--- config.mk ---
export PLATFORM = sky130hd
export DESIGN_NAME = rate_slot_scheduler_flat
export DESIGN_NICKNAME = d
export VERILOG_FILES = /design/src/rtl/rate_slot_scheduler_pkg.sv /design/src/rtl/rate_slot_scheduler_if.sv /design/src/rtl/rate_slot_scheduler_rr_pick4.sv /design/src/rtl/rate_slot_scheduler.sv /design/src/flat_wrapper.sv
export SDC_FILE = /design/constraint.sdc
export NUM_CORES = 1
export LEC_CHECK = 0
export BUFFER_PORTS_ARGS = -buffer_cell sky130_fd_sc_hd__buf_2
export CORE_MARGIN = 2
export CORE_UTILIZATION = 45
export CTS_CLUSTER_DIAMETER = 150
export DETAILED_ROUTE_END_ITERATION = 12
export PLACE_DENSITY_LB_ADDON = 0.25
export SYNTH_ARGS = -nofsm -noshare
export SYNTH_HDL_FRONTEND = slang
export SYNTH_SLANG_ARGS = --single-unit
--- constraint.sdc ---
create_clock -name ClockIn -period 4.7 [get_ports ClockIn]
set_input_delay 0.94 -clock ClockIn [delete_from_list [all_inputs] [get_ports ClockIn]]
set_output_delay 0.94 -clock ClockIn [all_outputs]
set_load 0.05 [all_outputs]
--- src/rtl/rate_slot_scheduler_pkg.sv ---
// Shared constants for the slot scheduler and counter channels.
// Speed codes, default slot loads and FSM state encoding.
package rate_slot_scheduler_pkg;

  localparam logic [1:0] SPD_FAST    = 2'b00;
  localparam logic [1:0] SPD_1HZ     = 2'b01;
  localparam logic [1:0] SPD_HALF    = 2'b10;
  localparam logic [1:0] SPD_QUARTER = 2'b11;

  localparam int DEF_LOAD_1 = 500;
  localparam int DEF_LOAD_2 = 1000;
  localparam int DEF_LOAD_3 = 2000;

  typedef enum logic {
    ST_IDLE  = 1'b0,
    ST_COUNT = 1'b1
  } state_t;

endpackage

--- src/rtl/rate_slot_scheduler_if.sv ---
// Request/grant bundle between the channels and the scheduler.
// master = requesting channels, slave = scheduler.
interface rate_slot_scheduler_if #(
  parameter int DIV_WIDTH = 11
);
  logic [3:0]           Req;
  logic [7:0]           Speed;
  logic [3:0]           Grant;
  logic [3:0]           Done;
  logic                 Busy;
  logic [DIV_WIDTH-1:0] Remaining;

  modport master (
    output Req, Speed,
    input  Grant, Done, Busy, Remaining
  );

  modport slave (
    input  Req, Speed,
    output Grant, Done, Busy, Remaining
  );
endinterface

--- src/rtl/rate_slot_scheduler_rr_pick4.sv ---
// Round-robin picker for four requesters.
// Searches last+1, last+2, ... (mod 4) for the first set bit.
module rr_pick4 (
  input  logic [3:0] Req,
  input  logic [1:0] last,
  output logic [1:0] winner,
  output logic       valid
);

  logic [1:0] idx;

  // rotate the search start one past the previous winner
  always_comb begin
    winner = '0;
    valid  = 1'b0;
    idx    = '0;
    for (int k = 1; k <= 4; k++) begin
      idx = last + 2'(k);
      if (!valid && Req[idx]) begin
        winner = idx;
        valid  = 1'b1;
      end
    end
  end

endmodule

--- src/rtl/rate_slot_scheduler.sv ---
// Shares one slot down-counter between four requesters.
// Round-robin grant, per-slot load from the speed code.
module rate_slot_scheduler
  import rate_slot_scheduler_pkg::*;
#(
  parameter int DIV_WIDTH = 11,
  parameter int LOAD_1    = DEF_LOAD_1,
  parameter int LOAD_2    = DEF_LOAD_2,
  parameter int LOAD_3    = DEF_LOAD_3
) (
  input logic                 ClockIn,
  input logic                 Reset,
  rate_slot_scheduler_if.slave bus
);

  localparam int LIM = 1 << DIV_WIDTH;

  if (LOAD_1 < 1 || LOAD_1 >= LIM ||
      LOAD_2 < 1 || LOAD_2 >= LIM ||
      LOAD_3 < 1 || LOAD_3 >= LIM) begin : g_bad_load
    $error("slot load outside 1 .. 2^DIV_WIDTH-1");
  end

  state_t               state, state_n;
  logic [1:0]           last, last_n;
  logic [3:0]           grant, grant_n;
  logic [3:0]           done, done_n;
  logic [DIV_WIDTH-1:0] remaining, rem_n;
  logic [DIV_WIDTH-1:0] load_m1;
  logic [1:0]           winner;
  logic                 valid;
  logic [1:0]           spd;

  rr_pick4 u_pick (
    .Req    (bus.Req),
    .last   (last),
    .winner (winner),
    .valid  (valid)
  );

  assign spd = bus.Speed[{winner, 1'b0} +: 2];

  // slot length minus one for the winner's speed code
  always_comb begin
    load_m1 = '0;
    unique case (spd)
      SPD_FAST:    load_m1 = '0;
      SPD_1HZ:     load_m1 = DIV_WIDTH'(LOAD_1 - 1);
      SPD_HALF:    load_m1 = DIV_WIDTH'(LOAD_2 - 1);
      SPD_QUARTER: load_m1 = DIV_WIDTH'(LOAD_3 - 1);
      default:     load_m1 = '0;
    endcase
  end

  // next state: grant from idle, abort/expire/decrement while counting
  always_comb begin
    state_n = state;
    last_n  = last;
    grant_n = grant;
    done_n  = '0;
    rem_n   = remaining;
    unique case (state)
      ST_IDLE: begin
        if (valid) begin
          grant_n = 4'b0001 << winner;
          last_n  = winner;
          rem_n   = load_m1;
          state_n = ST_COUNT;
        end
      end
      ST_COUNT: begin
        if (!bus.Req[last]) begin
          grant_n = '0;
          rem_n   = '0;
          state_n = ST_IDLE;
        end else if (remaining == '0) begin
          done_n[last] = 1'b1;
          grant_n      = '0;
          state_n      = ST_IDLE;
        end else begin
          rem_n = remaining - DIV_WIDTH'(1);
        end
      end
      default: state_n = ST_IDLE;
    endcase
  end

  // state and output registers; reset aborts any slot silently
  always_ff @(posedge ClockIn or posedge Reset) begin
    if (Reset) begin
      state     <= ST_IDLE;
      last      <= 2'd3;
      grant     <= '0;
      done      <= '0;
      remaining <= '0;
    end else begin
      state     <= state_n;
      last      <= last_n;
      grant     <= grant_n;
      done      <= done_n;
      remaining <= rem_n;
    end
  end

  assign bus.Grant     = grant;
  assign bus.Done      = done;
  assign bus.Busy      = (state == ST_COUNT);
  assign bus.Remaining = remaining;

endmodule

--- src/flat_wrapper.sv ---
// flat-port wrapper written by rule: the top's interface ports become plain ports
module rate_slot_scheduler_flat import rate_slot_scheduler_pkg::*;
#(
  parameter int DIV_WIDTH = 11,
  parameter int LOAD_1    = DEF_LOAD_1,
  parameter int LOAD_2    = DEF_LOAD_2,
  parameter int LOAD_3    = DEF_LOAD_3
)
  (ClockIn, Reset, bus_Req, bus_Speed, bus_Grant, bus_Done, bus_Busy, bus_Remaining);
  rate_slot_scheduler_if #(.DIV_WIDTH(DIV_WIDTH)) bus_i ();
  input logic ClockIn;
  input logic Reset;
  input wire logic [$bits(bus_i.Req)-1:0] bus_Req;
  input wire logic [$bits(bus_i.Speed)-1:0] bus_Speed;
  output wire logic [$bits(bus_i.Grant)-1:0] bus_Grant;
  output wire logic [$bits(bus_i.Done)-1:0] bus_Done;
  output wire logic [$bits(bus_i.Busy)-1:0] bus_Busy;
  output wire logic [$bits(bus_i.Remaining)-1:0] bus_Remaining;
  assign bus_i.Req = bus_Req;
  assign bus_i.Speed = bus_Speed;
  assign bus_Grant = bus_i.Grant;
  assign bus_Done = bus_i.Done;
  assign bus_Busy = bus_i.Busy;
  assign bus_Remaining = bus_i.Remaining;
  rate_slot_scheduler #(.DIV_WIDTH(DIV_WIDTH), .LOAD_1(LOAD_1), .LOAD_2(LOAD_2), .LOAD_3(LOAD_3)) u_core (.ClockIn(ClockIn), .Reset(Reset), .bus(bus_i));
endmodule
# [Word level (Yosys, flattened, before mapping)]
# Cells that the tools add are included.
[totals] ff_bits=22 inputBits=14 output_inout_bits=20
[classes] addsub=4 magnitude_cmp=5 n_eq_ne=6 shifts=2 muxes=34 bitwise_logic=1 reduce_logical=12
[op_table] cell="$pmux W11 S4" n=1
[op_table] cell="$mux W11" n=3
[op_table] cell="$mux W4" n=6
[op_table] cell="$pmux W11 S2" n=1
[op_table] cell="$lt A2 B3 Y1 const B" n=4
[op_table] cell="$mux W1" n=12
[op_table] cell="$logic_not A11 Y1" n=1
[op_table] cell="$sub A11 B1 Y11 const B" n=1
[op_table] cell="$bmux W1 S2" n=4
[op_table] cell="$mux W2" n=4
[op_table] cell="$pmux W4 S2" n=1
[op_table] cell="$shiftx A8 B4 Y2" n=1
[op_table] cell="$ne A3 B3 Y1 const B" n=2
[op_table] cell="$reduce_and A2 Y1" n=3
[op_table] cell="$add A2 B2 Y2 const B" n=2
[op_table] cell="$eq A2 B2 Y1 const B" n=2
[op_table] cell="$logic_and A1 B1 Y1" n=4
[op_table] cell="$shl A1 B2 Y4 const A" n=1
[op_table] cell="$logic_not A1 Y1" n=3
[op_table] cell="$add A2 B1 Y2 const B" n=1
[op_table] cell="$demux W1 S2" n=1
[op_table] cell="$eq A2 B1 Y1 const B" n=1
[op_table] cell="$ge A2 B1 Y1 const B" n=1
[op_table] cell="$logic_not A2 Y1" n=1
[op_table] cell="3 further kinds" n=3

# [Depth between registers and ports, before layout]
[logic_depth] word_depth=18 ltp_mapped=14 depth_no_buf=12

# [Modules after synthesis]
# A second synthesis with hierarchy kept.
[unflattened] hier_cells=151 hier_area_um2=1551.5
[by_module_without_submodules] mod="rate_slot_scheduler" n_inst=1 cells_each=137 area_per_inst_um2=1460.2 seq_area_each_um2=553.0
[by_module_without_submodules] mod="rr_pick4" n_inst=1 cells_each=14 area_per_inst_um2=91.3 seq_area_each_um2=0.0

# [Worst setup path after synthesis]
# No wires, ideal clock.
[synth_timing] path_kind="input -> register" startpoint="input port bus_Req[2]" endpoint="register u_core.remaining[10], in the netlist u_core.bus.Remaining[10]" arrival_ps=3222 required_time_ps=4566 setup_slack_ps=1344 cell_stages=10 path_buffers=1 cell_sequence="buf_2 > inv_1 > mux4_2 > o311ai_4 > mux2_2 > mux2_2 > ha_1 > nor2b_1 > a31oi_1 > o21ai_0"
[synth_via] elab_chain_len=17
[synth_lines] element="start: declaration" line_no="flat_wrapper.sv:13" text="input wire logic [$bits(bus_i.Req)-1:0] bus_Req;"
[synth_lines] element="$bmux W1 S2" line_no="rate_slot_scheduler_rr_pick4.sv:19" text="if (!valid && Req[idx]) begin"
[synth_lines] element="$mux W1 (implied by the code)" line_no="rate_slot_scheduler_rr_pick4.sv:19"
[synth_lines] element="$mux W1" line_no="rate_slot_scheduler_rr_pick4.sv:19"
[synth_lines] element="$logic_not A1 Y1" line_no="rate_slot_scheduler_rr_pick4.sv:19"
[synth_lines] element="$logic_and A1 B1 Y1" line_no="rate_slot_scheduler_rr_pick4.sv:19"
[synth_lines] element="$mux W1" line_no="rate_slot_scheduler_rr_pick4.sv:19"
[synth_lines] element="$logic_not A1 Y1" line_no="rate_slot_scheduler_rr_pick4.sv:19"
[synth_lines] element="$logic_and A1 B1 Y1" line_no="rate_slot_scheduler_rr_pick4.sv:19"
[synth_lines] element="$mux W1" line_no="rate_slot_scheduler_rr_pick4.sv:19"
[synth_lines] element="$logic_not A1 Y1" line_no="rate_slot_scheduler_rr_pick4.sv:19"
[synth_lines] element="$logic_and A1 B1 Y1" line_no="rate_slot_scheduler_rr_pick4.sv:19"
[synth_lines] element="$mux W2" line_no="rate_slot_scheduler_rr_pick4.sv:19"
[synth_lines] element="$shiftx A8 B4 Y2" line_no="rate_slot_scheduler.sv:41" text="assign spd = bus.Speed[{winner, 1'b0} +: 2];"
[synth_lines] element="$eq A2 B2 Y1 (tied with other cells)" line_no="rate_slot_scheduler.sv:46" text="unique case (spd)"
[synth_lines] element="$pmux W11 S4" line_no="rate_slot_scheduler.sv:46"
[synth_lines] element="$mux W11" line_no="rate_slot_scheduler.sv:64" text="if (valid) begin"
[synth_lines] element="$pmux W11 S2" line_no="rate_slot_scheduler.sv:62" text="unique case (state)"
[synth_lines] element="end signal: assignment" line_no="rate_slot_scheduler.sv:101" text="remaining <= rem_n;"
[synth_lines] element="end: declaration" line_no="rate_slot_scheduler.sv:28" text="logic [DIV_WIDTH-1:0] remaining, rem_n;"
# Parallel ways exist; a longest one is shown, timed or not. The select of a mux whose other input is x is not followed.
# A chain may end at the register's enable or synchronous reset.

# [Worst setup path in the final report]
[layout_timing] startpoint="register u_core.last[0]" endpoint="register u_core.remaining[2], in the netlist u_core.bus.Remaining[2]"
[layout_via] elab_chain_len=18
[layout_lines] element="start: declaration" line_no="rate_slot_scheduler.sv:25" text="logic [1:0] last, last_n;"
[layout_lines] element="start signal: assignment" line_no="rate_slot_scheduler.sv:98" text="last <= last_n;"
[layout_lines] element="$add A2 B1 Y2" line_no="rate_slot_scheduler_rr_pick4.sv:18" text="idx = last + 2'(k);"
[layout_lines] element="$bmux W1 S2" line_no="rate_slot_scheduler_rr_pick4.sv:19"
[layout_lines] element="$mux W1 (implied by the code)" line_no="rate_slot_scheduler_rr_pick4.sv:19"
[layout_lines] element="$mux W1" line_no="rate_slot_scheduler_rr_pick4.sv:19"
[layout_lines] element="$logic_not A1 Y1" line_no="rate_slot_scheduler_rr_pick4.sv:19"
[layout_lines] element="$logic_and A1 B1 Y1" line_no="rate_slot_scheduler_rr_pick4.sv:19"
[layout_lines] element="$mux W1" line_no="rate_slot_scheduler_rr_pick4.sv:19"
[layout_lines] element="$logic_not A1 Y1" line_no="rate_slot_scheduler_rr_pick4.sv:19"
[layout_lines] element="[2 not listed]"
[layout_lines] element="$logic_not A1 Y1" line_no="rate_slot_scheduler_rr_pick4.sv:19"
[layout_lines] element="$logic_and A1 B1 Y1" line_no="rate_slot_scheduler_rr_pick4.sv:19"
[layout_lines] element="$mux W2" line_no="rate_slot_scheduler_rr_pick4.sv:19"
[layout_lines] element="$shiftx A8 B4 Y2" line_no="rate_slot_scheduler.sv:41"
[layout_lines] element="$eq A2 B2 Y1 (tied with other cells)" line_no="rate_slot_scheduler.sv:46"
[layout_lines] element="$pmux W11 S4" line_no="rate_slot_scheduler.sv:46"
[layout_lines] element="$mux W11" line_no="rate_slot_scheduler.sv:64"
[layout_lines] element="$pmux W11 S2" line_no="rate_slot_scheduler.sv:62"
# Parallel ways exist; a longest one is shown, timed or not. The select of a mux whose other input is x is not followed.

==> impl_results.md <==
- Pre-CTS setup slack: 995 ps
- Via-per-instance ratio: 5.75
- Hold path cells: 1
- Placeable Area: 3310 µm²
- CTS buffer count: 3
- Detail Route Antenna Nets: 0
- Status: completed
- Largest net degree at the start of global routing: 23
- Critical path capture point type: register
- Worst hold-check path type: register to register
- Slew @ Worst Pin: around 1200 ps
- R2R setup slack: 1010 ps
- Num rows: 21
- Total number of vias: between 1000 and 1500
- Post-CTS Resized: 0
- Flop and latch count out of synthesis: 22
- HPWL Detailed: about 2600 µm
- Worst r2r path cells: 11
- Primary FF master, synth: dfrtp_1
- DRC violations left: 0
- Wire per inst: about 14 µm
- R2r startpoint: u_core.last[0]
- Kind of critical path: register to register
- I/O pin count: 34
- Crit path largest cell delay: 730 ps
- CP startpoint kind: register
- Fin crit period: approximately 3700 ps
- Final wirelength: around 3400 µm
- Tot GR Track Use: 0.193
- Hold Vio Cnt, Final: 0
- Tcrit/Tclk final: 0.785
- FF-to-FF End: u_core.bus.Remaining[2]
- Top post-synthesis cells by count: 22 x o21ai_0, 20 x dfrtp_1, 17 x nor2_1, 13 x a21oi_1, 12 x inv_1
- Congestion Overflow GR: 0
- Root buffer cell: clkbuf_4
- Clk slew on worst S/H paths: 120 ps
- Area growth, synth to finish: 13.7%
- Worst Path Buf+Inv: 1
- Largest cells by area after synthesis: dfrtp_1 32%, ha_1 8.1%, o21ai_0 7.1%
- Clk buf depth: 2
- Fmax achieved: 271 MHz
- CP max stage cell: dfstp_2
- Fin cells: 244
- Mapped cell area: 1550 µm²
- Syn Inst Count: 170
- Htree depth: 1
- Initial antenna violation count: 0
- Data required, critical path: 4840 ps
- Post-synthesis cell type count: 37
- Port Buffers: 33
- Hold bufs inserted after CTS: 0
- Worst hold endpoint: u_core.bus.Grant[1]
- Die width: 62.7 µm
- Family with the most delay on the worst path: compound AO/OA/AOI/OAI gates
- Antenna diode count: 0
- Total Die Area: 3930 µm²
- HP Start: u_core.bus.Grant[1]
- Drt initial violations: 66
- Nets: around 220
- Sink Count: 22
- First-pass GRT wire length: 6110 µm
- CP cell instances: inv_2 > ha_1 > o21ai_0 > mux2i_1 > a311oi_4 > mux2_2 > ha_1 > nor2_1 > nor2_1 > a31oi_1 > o21ai_0
- Dpl cells: 240
- EDFF count, synth: 0
- Max cap viols: 0
- Worst setup margin: slightly above 1000 ps
- RD Place Congestion: 0.951
- Crit Path Max Fanout: 12
- Async set-or-reset flop fraction in the synthesized netlist: 1.00
- FILL cells: 324
- TritonCTS clock tree: yes
- RSZ-0062 raised after global routing: false
- Max-slew headroom: 0.213
- Critical path arrival: 3830 ps
- Syn Area/Cell: slightly above 9 µm²
- Yosys warns: 0
- Vias in the first global route: 1364
- Yosys top cell by area: dfrtp_1
- Setup Fix Bufs, Post-CTS: 0
- Final Max Slew Viols: 0
- Overall die height: 62.7 µm
- Syn Nets: 194
- Initial Util: 0.469
- DRT Pass-1 Iters: 5
- Count leader, synth: o21ai_0
- Final core utilization: 0.533
- Clock skew: 6.92 ps
- Top-area cell type share of the netlist area: 0.323
- Clock Latency Late Sink: just over 300 ps
- Setup TNS: 0 ps
- Post-synthesis sequential area ratio: 0.356
- Share of layout cells above drive strength 1: 0.268
- Setup-failing EPs final: 0
routing by layer:
metal,routed length [µm],global-route usage
met5,0,0
met4,59,0.0639
met3,180,0.0378
met2,1680,0.319
met1,1500,0.254
final cells by class:
class                      count  area, µm²  share of cell area
inverter                      14       52.6              0.0298
multi-input combinational    125        900               0.510
tap                           46       57.6              0.0326
sequential                    22        553               0.313
timing repair buffer          33        165              0.0936
clock buffer                   4       36.3              0.0206
cell families (layout without fill, tap and decap cells):
logic type	after synthesis	in the layout	share of synthesized area
AND/OR/NAND/NOR	42	42	0.125
AO/OA/AOI/OAI	59	59	0.254
buffers and inverters	23	51	0.0637
flip-flops	22	22	0.356
multiplexers	14	14	0.120
adder cells (fa/ha/maj)	10	10	0.0806
metrics by stage:
stage               instance area [µm²]  hold WS (ps)
floorplan                          1550           619
finish                             1760           518
detailed placement                 1730           479
global placement                   1730           492
CTS                                1760           520
global route                       1760           537
placed cells by master, fill, tap and decap left out, drive strengths merged, types with 2 or more instances in the layout:
master,instances
a32o,2
a21oi,13
dfstp,2
buf,33
nor3,5
inv,14
nor2,17
mux4,3
a31oi,6
nor4,3
and2,6
dfrtp,20
nand2,8
clkbuf,4
o21ai,24
o32ai,2
ha,10
mux2i,4
mux2,7
sequential cells by signal (all words and copies together), names as in the netlist:
signal / cells
u_core.last: 2
u_core.bus.Busy: 1
u_core.bus.Grant: 4
u_core.bus.Done: 4
u_core.bus.Remaining: 11
worst max-delay path by stage:
stage                   startpoint  cells past startpoint  slack [ps]                        to
floorplan               bus_Req[2]                     10        1340  u_core.bus.Remaining[10]
global placement        bus_Req[2]                     11        1070   u_core.bus.Remaining[2]
detailed placement      bus_Req[2]                     11         990   u_core.bus.Remaining[2]
CTS                 u_core.last[0]                     11        1040   u_core.bus.Remaining[2]
global route        u_core.last[0]                     11         710   u_core.bus.Remaining[2]
finish              u_core.last[0]                     11        1010   u_core.bus.Remaining[2]
Power is not shown: default switching activity piles up to over one toggle a cycle in this logic, so the estimate is an artifact.
